## config.mk

```make
export PLATFORM = sky130hd
export DESIGN_NAME = muldiv_unit
export DESIGN_NICKNAME = d
export VERILOG_FILES = /design/src/rtl/mips_pkg.sv /design/src/rtl/muldiv_fsm.sv /design/src/rtl/muldiv_unit.sv
export SDC_FILE = /design/constraint.sdc
export NUM_CORES = 1
export LEC_CHECK = 0
export ABC_CLOCK_PERIOD_IN_PS = 4100
export CELL_PAD_IN_SITES_DETAIL_PLACEMENT = 1
export CELL_PAD_IN_SITES_GLOBAL_PLACEMENT = 1
export CORE_ASPECT_RATIO = 2
export CORE_MARGIN = 10
export CORE_UTILIZATION = 25
export CTS_CLUSTER_DIAMETER = 120
export DETAILED_ROUTE_END_ITERATION = 10
export PLACE_DENSITY = 0.52
export SLEW_MARGIN = 25
export SYNTH_ARGS = -nofsm -noshare
export SYNTH_HDL_FRONTEND = slang
export SYNTH_HIERARCHICAL = 1
export SYNTH_SLANG_ARGS = --single-unit
```

## constraint.sdc

```tcl
create_clock -name clk -period 4.1 [get_ports clk]
set_clock_uncertainty 0.05 [all_clocks]
set_input_delay 0.82 -clock clk [delete_from_list [all_inputs] [get_ports clk]]
set_output_delay 0.82 -clock clk [all_outputs]
set_load 0.005 [all_outputs]
```

## src/rtl/mips_pkg.sv

```systemverilog
// Shared definitions for the execute-stage multiply/divide unit.
package mips_pkg;

  // Number of iterations per multiply/divide; one operand bit per cycle.
  localparam int MD_ITER = 32;

  // Multiply/divide opcodes. The encodings 3'b110 and 3'b111 are reserved.
  typedef enum logic [2:0] {
    OP_MULT  = 3'b000,
    OP_MULTU = 3'b001,
    OP_DIV   = 3'b010,
    OP_DIVU  = 3'b011,
    OP_MTHI  = 3'b100,
    OP_MTLO  = 3'b101
  } muldiv_op_t;

  // Sequencer states.
  typedef enum logic [1:0] {
    IDLE  = 2'd0,
    RUN   = 2'd1,
    FIXUP = 2'd2
  } md_state_t;

  // Multiply and divide ops iterate; MTHI/MTLO and reserved codes do not.
  function automatic logic is_iter_op(input logic [2:0] op);
    return (op[2] == 1'b0);
  endfunction

endpackage

```

## src/rtl/muldiv_fsm.sv

```systemverilog
// Sequencer for the iterative multiply/divide: IDLE -> RUN (32 cycles) -> FIXUP -> IDLE.
// Handshake: a request is taken when start=1 with an iterative op while busy=0;
// busy stays high through RUN and FIXUP, and done pulses for one cycle after
// FIXUP, in the same cycle that the new HI/LO are visible and busy has dropped.
module muldiv_fsm
  import mips_pkg::*;
(
  input  logic      clk,
  input  logic      reset_n,
  input  logic      start,
  input  logic      iter_op,
  output md_state_t state,
  output logic      accept,
  output logic      busy,
  output logic      done
);

  localparam logic [4:0] LAST_CNT = 5'(MD_ITER - 1);

  logic [4:0] cnt;

  // A new op is accepted only from IDLE; requests while busy are dropped.
  always_comb begin
    accept = start && iter_op && (state == IDLE);
    busy   = (state != IDLE);
  end

  // State, iteration counter and the registered done pulse.
  always_ff @(posedge clk) begin
    if (!reset_n) begin
      state <= IDLE;
      cnt   <= 5'd0;
      done  <= 1'b0;
    end else begin
      done <= (state == FIXUP);
      case (state)
        IDLE: begin
          if (accept) begin
            state <= RUN;
            cnt   <= 5'd0;
          end
        end
        RUN: begin
          cnt <= cnt + 5'd1;
          if (cnt == LAST_CNT) state <= FIXUP;
        end
        FIXUP: state <= IDLE;
        default: state <= IDLE;
      endcase
    end
  end

endmodule

```

## src/rtl/muldiv_unit.sv

```systemverilog
// Iterative MULT/MULTU/DIV/DIVU unit with architectural HI/LO registers.
// Both multiply and divide work on operand magnitudes in a shared 64-bit
// accumulator; signs are restored in the FIXUP cycle.
module muldiv_unit
  import mips_pkg::*;
#(
  parameter int WIDTH = 32
) (
  input  logic             clk,
  input  logic             reset_n,
  input  logic             start,
  input  logic [2:0]       op,
  input  logic [WIDTH-1:0] a,
  input  logic [WIDTH-1:0] b,
  output logic             busy,
  output logic             done,
  output logic [WIDTH-1:0] hi,
  output logic [WIDTH-1:0] lo
);

  md_state_t state;
  logic      accept;

  muldiv_fsm u_fsm (
    .clk     (clk),
    .reset_n (reset_n),
    .start   (start),
    .iter_op (is_iter_op(op)),
    .state   (state),
    .accept  (accept),
    .busy    (busy),
    .done    (done)
  );

  // Latched operation context.
  logic               is_div;
  logic               neg_q;
  logic               neg_r;
  logic               div0;
  logic [WIDTH-1:0]   opnd;   // multiplicand magnitude or divisor magnitude
  logic [2*WIDTH-1:0] acc;    // mul: {partial product, multiplier}; div: {remainder, dividend/quotient}

  // Operand magnitudes; -2^(W-1) maps to 2^(W-1) which still fits unsigned.
  logic             signed_op;
  logic [WIDTH-1:0] abs_a;
  logic [WIDTH-1:0] abs_b;

  always_comb begin
    signed_op = (op == OP_MULT) || (op == OP_DIV);
    abs_a     = (signed_op && a[WIDTH-1]) ? -a : a;
    abs_b     = (signed_op && b[WIDTH-1]) ? -b : b;
  end

  // One multiply step: add multiplicand if the low multiplier bit is set, then shift right.
  logic [WIDTH:0]     mul_sum;
  logic [2*WIDTH-1:0] mul_next;

  always_comb begin
    mul_sum  = {1'b0, acc[2*WIDTH-1:WIDTH]} + {1'b0, (acc[0] ? opnd : {WIDTH{1'b0}})};
    mul_next = {mul_sum, acc[WIDTH-1:1]};
  end

  // One restoring-divide step: shift in the next dividend bit and subtract if it fits.
  // The partial remainder never exceeds WIDTH bits after a step, so the subtract
  // is done modulo 2^WIDTH and only the compare looks at the shifted-out bit.
  logic [WIDTH:0]     div_shift;
  logic               div_ok;
  logic [WIDTH-1:0]   div_sub;
  logic [2*WIDTH-1:0] div_next;

  always_comb begin
    div_shift = acc[2*WIDTH-1:WIDTH-1];
    div_ok    = (div_shift >= {1'b0, opnd});
    div_sub   = div_shift[WIDTH-1:0] - opnd;
    div_next  = {(div_ok ? div_sub : div_shift[WIDTH-1:0]), acc[WIDTH-2:0], div_ok};
  end

  // Sign fixup of the finished magnitude result into HI/LO form.
  logic [2*WIDTH-1:0] prod_fix;
  logic [WIDTH-1:0]   quot_fix;
  logic [WIDTH-1:0]   rem_fix;
  logic [WIDTH-1:0]   hi_res;
  logic [WIDTH-1:0]   lo_res;

  always_comb begin
    prod_fix = neg_q ? -acc : acc;
    quot_fix = neg_q ? -acc[WIDTH-1:0] : acc[WIDTH-1:0];
    rem_fix  = neg_r ? -acc[2*WIDTH-1:WIDTH] : acc[2*WIDTH-1:WIDTH];
    if (is_div) begin
      // Divide by zero leaves |a| as remainder, so HI = a falls out; LO is forced.
      hi_res = rem_fix;
      lo_res = div0 ? {WIDTH{1'b1}} : quot_fix;
    end else begin
      hi_res = prod_fix[2*WIDTH-1:WIDTH];
      lo_res = prod_fix[WIDTH-1:0];
    end
  end

  // Operand latch and iteration of the shared accumulator.
  always_ff @(posedge clk) begin
    if (!reset_n) begin
      is_div <= 1'b0;
      neg_q  <= 1'b0;
      neg_r  <= 1'b0;
      div0   <= 1'b0;
      opnd   <= '0;
      acc    <= '0;
    end else if (accept) begin
      is_div <= op[1];
      neg_q  <= signed_op && (a[WIDTH-1] ^ b[WIDTH-1]);
      neg_r  <= signed_op && a[WIDTH-1];
      div0   <= op[1] && (b == '0);
      opnd   <= op[1] ? abs_b : abs_a;
      acc    <= {{WIDTH{1'b0}}, (op[1] ? abs_a : abs_b)};
    end else if (state == RUN) begin
      acc <= is_div ? div_next : mul_next;
    end
  end

  // Architectural HI/LO: written at FIXUP or by MTHI/MTLO from IDLE.
  always_ff @(posedge clk) begin
    if (!reset_n) begin
      hi <= '0;
      lo <= '0;
    end else if (state == FIXUP) begin
      hi <= hi_res;
      lo <= lo_res;
    end else if (start && (state == IDLE)) begin
      if (op == OP_MTHI) hi <= a;
      if (op == OP_MTLO) lo <= a;
    end
  end

endmodule

```

==> flow_metrics.env <==
export IMPL_status="complete, no violations"
export IMPL_async_flop_share=0
export IMPL_required_ns=4.42
export IMPL_rows=126
export IMPL_clock_root_buffer="clkbuf_16"
export IMPL_ys_flop_type="dfxtp_1"
export IMPL_wl_met3_um=1950
export IMPL_hold_depth=2
export IMPL_cts_tree="yes"
export IMPL_path_class="flip-flop to flip-flop"
export IMPL_synth_seq_area_share=0.232
export IMPL_routed_top_layer="met4"
export IMPL_yosys_top_cells_count="nor2_1 (228), a21oi_1 (178), dfxtp_1 (172)"
export IMPL_critPathBufInv=4
export IMPL_tightest_slew_ns=0.952
export IMPL_dr_pass1_iters=5
export IMPL_critPathMaxFanout=11
export IMPL_met2_length_um=47400
export IMPL_nNetsFinal=2311
export IMPL_gp_congestion=0.922
export IMPL_cts_resized=0
export IMPL_synth_most_common_cell="nor2_1"
export IMPL_yosysTopAreaCellShare=0.232
export IMPL_cts_inserted_buffers=17
export IMPL_synth_top_area_cell="dfxtp_1"
export IMPL_port_buffers=135
export IMPL_cp_depth=15
export IMPL_synth_edff_count=0
export IMPL_synth_seq_cells=172
export IMPL_drive_gt1_frac=0.121
export IMPL_dp_cells=2918
export IMPL_synthAdderAreaFrac=0.0618
export IMPL_worst_path_max_delay_cell="a21oi_1"
export IMPL_arrival_ns=4.24
export IMPL_drv_slew=0
export IMPL_fin_ws_ns=0.176
export IMPL_synth_mux_area_frac=0.0873
export IMPL_p_comb_frac=0.373
export IMPL_first_iter_violations=741
export IMPL_wl_per_cell_um=28.3
export IMPL_vias_per_cell=5.52
export IMPL_cpLargestDelayFamily="compound AO/OA/AOI/OAI gates"
export IMPL_synth_area_mm2=0.0148
export IMPL_p_int_mw=3.36
export IMPL_grt_pass1_vias=17400
export IMPL_synth_top_family_by_area="compound AO/OA/AOI/OAI gates"
export IMPL_hp_class="flip-flop to flip-flop"
export IMPL_clock_sinks=172
export IMPL_setup_viol=0
export IMPL_timing_final_crit_share=0.957
export IMPL_clk_path_buf_depth=2
export IMPL_finalSetupTns_ns=0
export IMPL_met1_length_um=25900
export IMPL_yosys_warnings=6
export IMPL_p_leak_nw=7.30
export IMPL_timing_hold_ws_ns=0.432
export IMPL_synth_xor_area_frac=0.100
export IMPL_cts_reportedPaths_clkPinSlew_ns=0.08
export IMPL_hold_violations=0
export IMPL_powerDensity_mw_per_mm2=302
export IMPL_fp_dieArea_mm2=0.0701
export IMPL_rr_worst_depth=15
export IMPL_dr_total_vias=16300
export IMPL_n_antenna_cell=0
export IMPL_synthCells=1977
export IMPL_post_dp_hpwl_um=69200
export IMPL_synth_simple_gate_area_share=0.191
export IMPL_holdBufCountCts=0
export IMPL_fin_cells=2950
export IMPL_critPathLaunchType="flip-flop"
export IMPL_grt_pass1_wl_um=119000
export IMPL_grt_overflow=0
export IMPL_drc=0
export IMPL_coreArea_mm2=0.0590
export IMPL_min_period_ns=3.92
export IMPL_clock_fmax_mhz=255
export IMPL_clock_latency_ns=0.47
export IMPL_h_tree_depth=4
export IMPL_drt_total_wl_um=83500
export IMPL_grt_max_degree=58
export IMPL_max_cap_violations=0
export IMPL_postRouteAntennaNets=0
export IMPL_antenna_found_initial=0
export IMPL_maxSlewHeadroom=0.365
export IMPL_syn2layout_area_growth_pct=25.0
export IMPL_die_h_um=364
export IMPL_ir_drop_mv=0.322
export IMPL_synth_compound_area_share=0.273
export IMPL_dp_worst_setup_slack_ns=-0.0583
export IMPL_switching_share=0.399
export IMPL_start_util=0.252
export IMPL_crit_chain="clkinv_1 -> buf_12 -> nor2_1 -> ha_1 -> a211oi_1 -> buf_4 -> nor3_1 -> o2111ai_1 -> o221ai_1 -> a21oi_1 -> buf_4 -> o221ai_1 -> xnor2_1 -> nor2_1 -> a2111o_1"
export IMPL_rsz0062_at_grt="false"
export IMPL_die_w_um=192
export IMPL_io_pins=136
export IMPL_synth_area_top_cells="dfxtp_1 (23%), mux2i_1 (7.3%), a21oi_1 (6.0%), ha_1 (5.9%), nor2_1 (5.8%)"
export IMPL_synth_avg_cell_area_um2=7.50
export IMPL_pwr_share_seq=0.327
export IMPL_cpPeakStageDelay_ns=0.36
export IMPL_post_cts_repair_setup_buffers=0
export IMPL_p_sw_mw=2.23
export IMPL_p_clk_frac=0.301
export IMPL_grt_use_total=0.234
export IMPL_syn_nets=2119
export IMPL_end_kind="flip-flop"
export IMPL_synth_cell_type_count=84
power by group through the flow:
stage                     sequential (mW)  clock [mW]  combinational (mW)
after detailed placement             1.87           0                2.08
final                                1.83        1.68                2.09
after global routing                 1.84        1.77                2.23
after CTS                            1.83        1.73                2.09
after floorplan                      1.84           0                1.15
after global placement               1.87           0                2.06
area by class of cell:
cell class | instances | area, um^2
Clock buffer | 18 | 429
Fill cell | 7135 | 40400
Multi-Input combinational cell | 1598 | 10600
Sequential cell | 172 | 3450
Inverter | 74 | 278
Clock inverter | 14 | 140
Timing Repair Buffer | 306 | 2660
Tap cell | 768 | 961
flip-flops by register name, indices dropped and copies added, names as in the netlist:
name / cells
is_div: 1
lo: 32
u_fsm/state: 2
acc: 64
opnd: 32
u_fsm/cnt: 5
neg_r: 1
div0: 1
neg_q: 1
u_fsm/done: 1
hi: 32
metal layers:
layer	GRT usage	vias to the layer above
met5	0	-
met3	0.0211	223
met1	0.199	8056
met4	0.207	0
li1	-	7589
met2	0.465	419
kinds of logic (layout without fill, tap and decap cells):
group                      after synthesis  after routing
AOI/OAI and AO/OA                      620            620
and+or+nand+nor                        609            609
buffers and inverters                  207            412
DFF                                    172            172
xor gates and xnor gates               170            170
muxes                                  127            127
adders and majority gates               72             72
per-stage QoR:
stage	cell area, um^2	util	power, mW
floorplan	14800	-	2.99
global placement	18000	0.305	3.92
detailed placement	18000	0.305	3.95
CTS	18500	0.315	5.65
global route	18500	0.315	5.84
finish	18500	0.315	5.60
cell usage in the layout (no fill, tap or decap), types with 71 or more instances in the layout:
| cell type | n |
|---|---|
| o21ai_0 | 137 |
| dfxtp_1 | 171 |
| nor2_1 | 226 |
| xnor2_1 | 77 |
| a21oi_1 | 177 |
| xor2_1 | 93 |
| clkdlybuf4s50_1 | 133 |
| nand2_1 | 166 |
| inv_1 | 71 |
| mux2i_1 | 108 |
| buf_4 | 168 |
worst min-delay path, cell delays in order, from the launching register on:
cell and delay, ns:
dfxtp_1 0.32, nand2_1 0.05, o21ai_0 0.06
path summary, 6_finish.rpt:
kind | from | slack (ns) | to
worst min register to register | u_fsm/cnt[4] | 0.43 | u_fsm/cnt[4]
worst max register to register | acc[0] | 0.18 | acc[58]
worst max-delay path | acc[0] | 0.18 | acc[58]
worst min-delay path | u_fsm/cnt[4] | 0.43 | u_fsm/cnt[4]
Note: power is estimated with default switching activity, not from simulation.
==> patch 1 (config.mk and constraints unchanged) <==
Encoding of `md_state_t`: now one-hot (3 bits for 3 states).
--- a/src/rtl/mips_pkg.sv
+++ b/src/rtl/mips_pkg.sv
@@ -16,8 +16,8 @@
 
   // Sequencer states.
-  typedef enum logic [1:0] {
-    IDLE  = 2'd0,
-    RUN   = 2'd1,
-    FIXUP = 2'd2
+  typedef enum logic [2:0] {
+    IDLE  = 3'b001,
+    RUN   = 3'b010,
+    FIXUP = 3'b100
   } md_state_t;
 
Formal check against the unedited RTL: no difference found for any inputs over 4 cycles, from zero or initial values and one cycle with reset_n low; so few cycles prove little.
==> patch 1 against the original RTL <==
Routed wire length fell by 3.3%; power fell by 9.9%; cell area increased by 0.51%; worst setup slack improved by 70 ps; global-route usage is 1.6 points lower; non-clock buffer count shrank 20; area after synthesis is 1.6% higher; sequential cell count increased by 1; highest routed layer unchanged.
==> patch 1: results (changes against the original RTL) <==
* Combinational logic power at 0.00149 W (-29%)
* Cells after synthesis at 2017 (+2.0%)
* Tap cell count at 774 (+0.78%)
* Worst Reg-to-Reg Cells at 14 (-1)
* Multi-input logic area at 10800 µm² (+1.8%)
* Final core area utilization at 31.1% (-0.34 points)
* Static Leakage at 7.50 nW (+2.6%)
* Sequential element share of the synthesized area at 23.0% (-0.23 points)
* Result of the run: finished, final reports clean
* Pin count of the biggest net entering global routing at 63 (+8.6%)
* Number of filler cells placed in the layout at 7236 (+1.4%)
* Final-stage net count at 2336 (+1.1%)
* Buffers outside the clock class at 286 (-6.5%)
* Peak ir drop on the vdd network at 312 µV (-3.1%)
* Vias per Instance at 5.37 (-2.7%)
* Storage cell area at 3470 µm² (+0.58%)
* Count of unique library cells instantiated by Yosys at 81 (-3.6%)
* Most frequent cells after synthesis: 197 x a21oi_1, 196 x o21ai_0, 178 x nor2_1
* First-pass GRT wire length at 116000 µm (-2.9%)
* Hold path startpoint: u_fsm/cnt[2]
* Total instance count after detailed placement at 2949 (+1.1%)
* WL/cell at 27.1 µm (-4.3%)
* Worst slack at placement at 215 ps (+274 ps)
* Worst hold margin at 460 ps (+28.2 ps)
* Cell types occupying the most area after synthesis: dfxtp_1 23%, mux2i_1 6.6%, a21oi_1 6.5%, o21ai_0 6.5%, ha_1 5.8%
* Critical register-to-register path startpoint: acc[31]
* Count of placed standard cells in the final layout, fillers left out at 2981 (+1.1%)
* Crit-path max FO at 4 (-7)
* Final worst-path setup slack at 246 ps (+70.1 ps)
* Endpoint of the worst hold-timing path: u_fsm/cnt[2]
* Data arrival time of the critical path at 4170 ps (-70 ps)
==> patch 1: cell count changes after synthesis, sizes merged, moves of 19 or more <==
cell / unedited run / this run
o21ai: 140 / 198
nor2: 228 / 180
a221oi: 36 / 1
nor2b: 17 / 49
and2: 9 / 32
o211a: 1 / 24
a21oi: 179 / 198
==> patch 1: timing repair <==
action / CTS / global route
gates resized for setup: 0 / 1
setup endpoints to repair: 0 / 1
hold buffers: 0 / 0
==> patch 1: routing by layer <==
| layer | vias to the layer above | share of wire [%] | GRT usage, % |
|---|---|---|---|
| met1 | 7963 | 32 | 18.5 |
| li1 | 7586 | - | - |
| met2 | 296 | 57 | 44.6 |
| met4 | 0 | 8.9 | 18.1 |
| met5 | - | 0 | 0 |
| met3 | 176 | 1.5 | 1.72 |
==> patch 1: cell families after synthesis <==
family,share of synthesized area (%)
adders and majority gates,6.08
muxes,8.89
AOI/OAI and AO/OA,26.9
DFF,23.0
and+or+nand+nor,19.8
buffers and inverters,5.41
xor gates and xnor gates,9.94
==> patch 2 (config.mk and constraints unchanged) <==
Made on the original files. Change the parameter `WIDTH` from 32 to 16.
--- a/src/rtl/muldiv_unit.sv
+++ b/src/rtl/muldiv_unit.sv
@@ -5,5 +5,5 @@
   import mips_pkg::*;
 #(
-  parameter int WIDTH = 32
+  parameter int WIDTH = 16
 ) (
   input  logic             clk,
Ports: changed (resized a, b, hi and lo); port bits go from 136 to 72. No check against the original RTL was run, so the function may have changed too.
==> patch 2 against the original RTL <==
Sequential cell count decreased by 80; combinational power decreased by 61%; worst hold slack got worse by 11 ps; die area decreased by 46%; area after synthesis decreased by 50%; worst setup slack improved by 680 ps; cell area decreased by 52%; clock power decreased by 49%; fmax increased by 21%; power decreased by 53%; routed wire length decreased by 62%.
==> patch 2: results (changes against the original RTL) <==
* Global-route met2 utilization at 33.5% (-13 points)
* Drt first-iter violations at 245 (-67%)
* Most frequent cells after synthesis: 128 x nor2_1, 92 x dfxtp_1, 85 x a21oi_1
* Fraction of area in multi-input gates at 59.2% (+1.9 points)
* Nets in the synthesized netlist at 1049 (-50%)
* Asr flop ratio synth at 0% (unchanged)
* Multi-input logic cell count at 789 (-51%)
* Storage cell area at 1840 µm² (-47%)
* Clk_buf instances at 11 (-7)
* WL met2 at 18700 µm (-61%)
* Cell types occupying the most area after synthesis: dfxtp_1 25%, mux2i_1 7.8%, nor2_1 6.5%, ha_1 6.4%, a21oi_1 5.7%
* Switch share at 35.3% (-4.6 points)
* Max reg flops at 32 (-50%)
* Flip-flop and latch count after synthesis at 92 (-47%)
* Number of buffers inserted during clock tree synthesis at 9 (-8)
* Overall Global Routing Usage at 16.8% (-6.6 points)
* Number of filler cells placed in the layout at 3568 (-50%)
* Transition at the pin with the smallest max-transition slack at 939 ps (-12.6 ps)
* Quantity of I/O buffers inserted on ports at 71 (-47%)
* Met3 wirelength from detailed routing at 575 µm (-70%)
* M3 GR Usage at 1.53% (-0.58 points)
* Vias per Instance at 5.33 (-3.5%)
* TritonRoute pass-1 iters at 4 (-1)
* Data arrival time of the critical path at 3490 ps (-750 ps)
* Pin count of the biggest net entering global routing at 52 (-10%)
* GR Util met1 at 15.9% (-3.9 points)
* Sequential element share of the synthesized area at 24.7% (+1.5 points)
* NonClk Buf Share at 10.2% (-4.1 points)
* Worst slack at placement at 661 ps (+719 ps)
* Invs w/o clock at 33 (-55%)
* Wl on met1 at 11000 µm (-58%)
* Setup slack of the most critical reg-to-reg path at 860 ps (+680 ps)
* Final-stage net count at 1101 (-52%)
* First-pass GRT wire length at 48200 µm (-60%)
* Buffers outside the clock class at 98 (-68%)
* Slowest stage cell, crit path: a31oi_1
* Static Leakage at 3.47 nW (-52%)
* Number of antenna violations at the first check in global routing at 0 (unchanged)
* Result of the run: finished, final reports clean
* Count of unique library cells instantiated by Yosys at 70 (-17%)
* Power of the sequential group at 0.000983 W (-46%)
* RD Place Congestion at 0.821 (-11%)
* HPWL reported at the end of detailed placement at 25400 µm (-63%)
* Worst Reg-to-Reg Cells at 12 (-3)
* WL/cell at 22.8 µm (-20%)
* Crit-path max FO at 17 (+6)
* Max incr delay on CP at 450 ps (+90 ps)
* Share of layout cells above drive strength 1 at 7.98% (-4.2 points)
* Vias in the first global route at 7862 (-55%)
* Endpoint of the worst register-to-register path: acc[30]
-- patch 2: per-stage QoR --
stage / instances / hold slack, ps / total power (W) / utilization (%) / instance area (µm²)
after floorplan: 971 / 390 / 0.00153 / - / 7440
after global placement: 1376 / 402 / 0.00182 / 29.2 / 8580
after detailed placement: 1376 / 413 / 0.00182 / 29.2 / 8580
after CTS: 1392 / 423 / 0.00269 / 30.2 / 8870
after global routing: 1392 / 453 / 0.00279 / 30.2 / 8870
final: 1392 / 421 / 0.00265 / 30.2 / 8870
-- patch 2: kinds of logic (layout without fill, tap and decap cells) --
| logic type | count (synthesis) | count (layout) | share of synthesized area (%) |
|---|---|---|---|
| AO/OA/AOI/OAI | 287 | 287 | 24.4 |
| adder cells (fa/ha/maj) | 40 | 40 | 6.93 |
| AND/OR/NAND/NOR | 316 | 316 | 20.5 |
| buffers and inverters | 90 | 147 | 4.83 |
| flip-flops | 92 | 92 | 24.7 |
| XOR/XNOR | 75 | 75 | 8.83 |
| multiplexers | 71 | 71 | 9.77 |
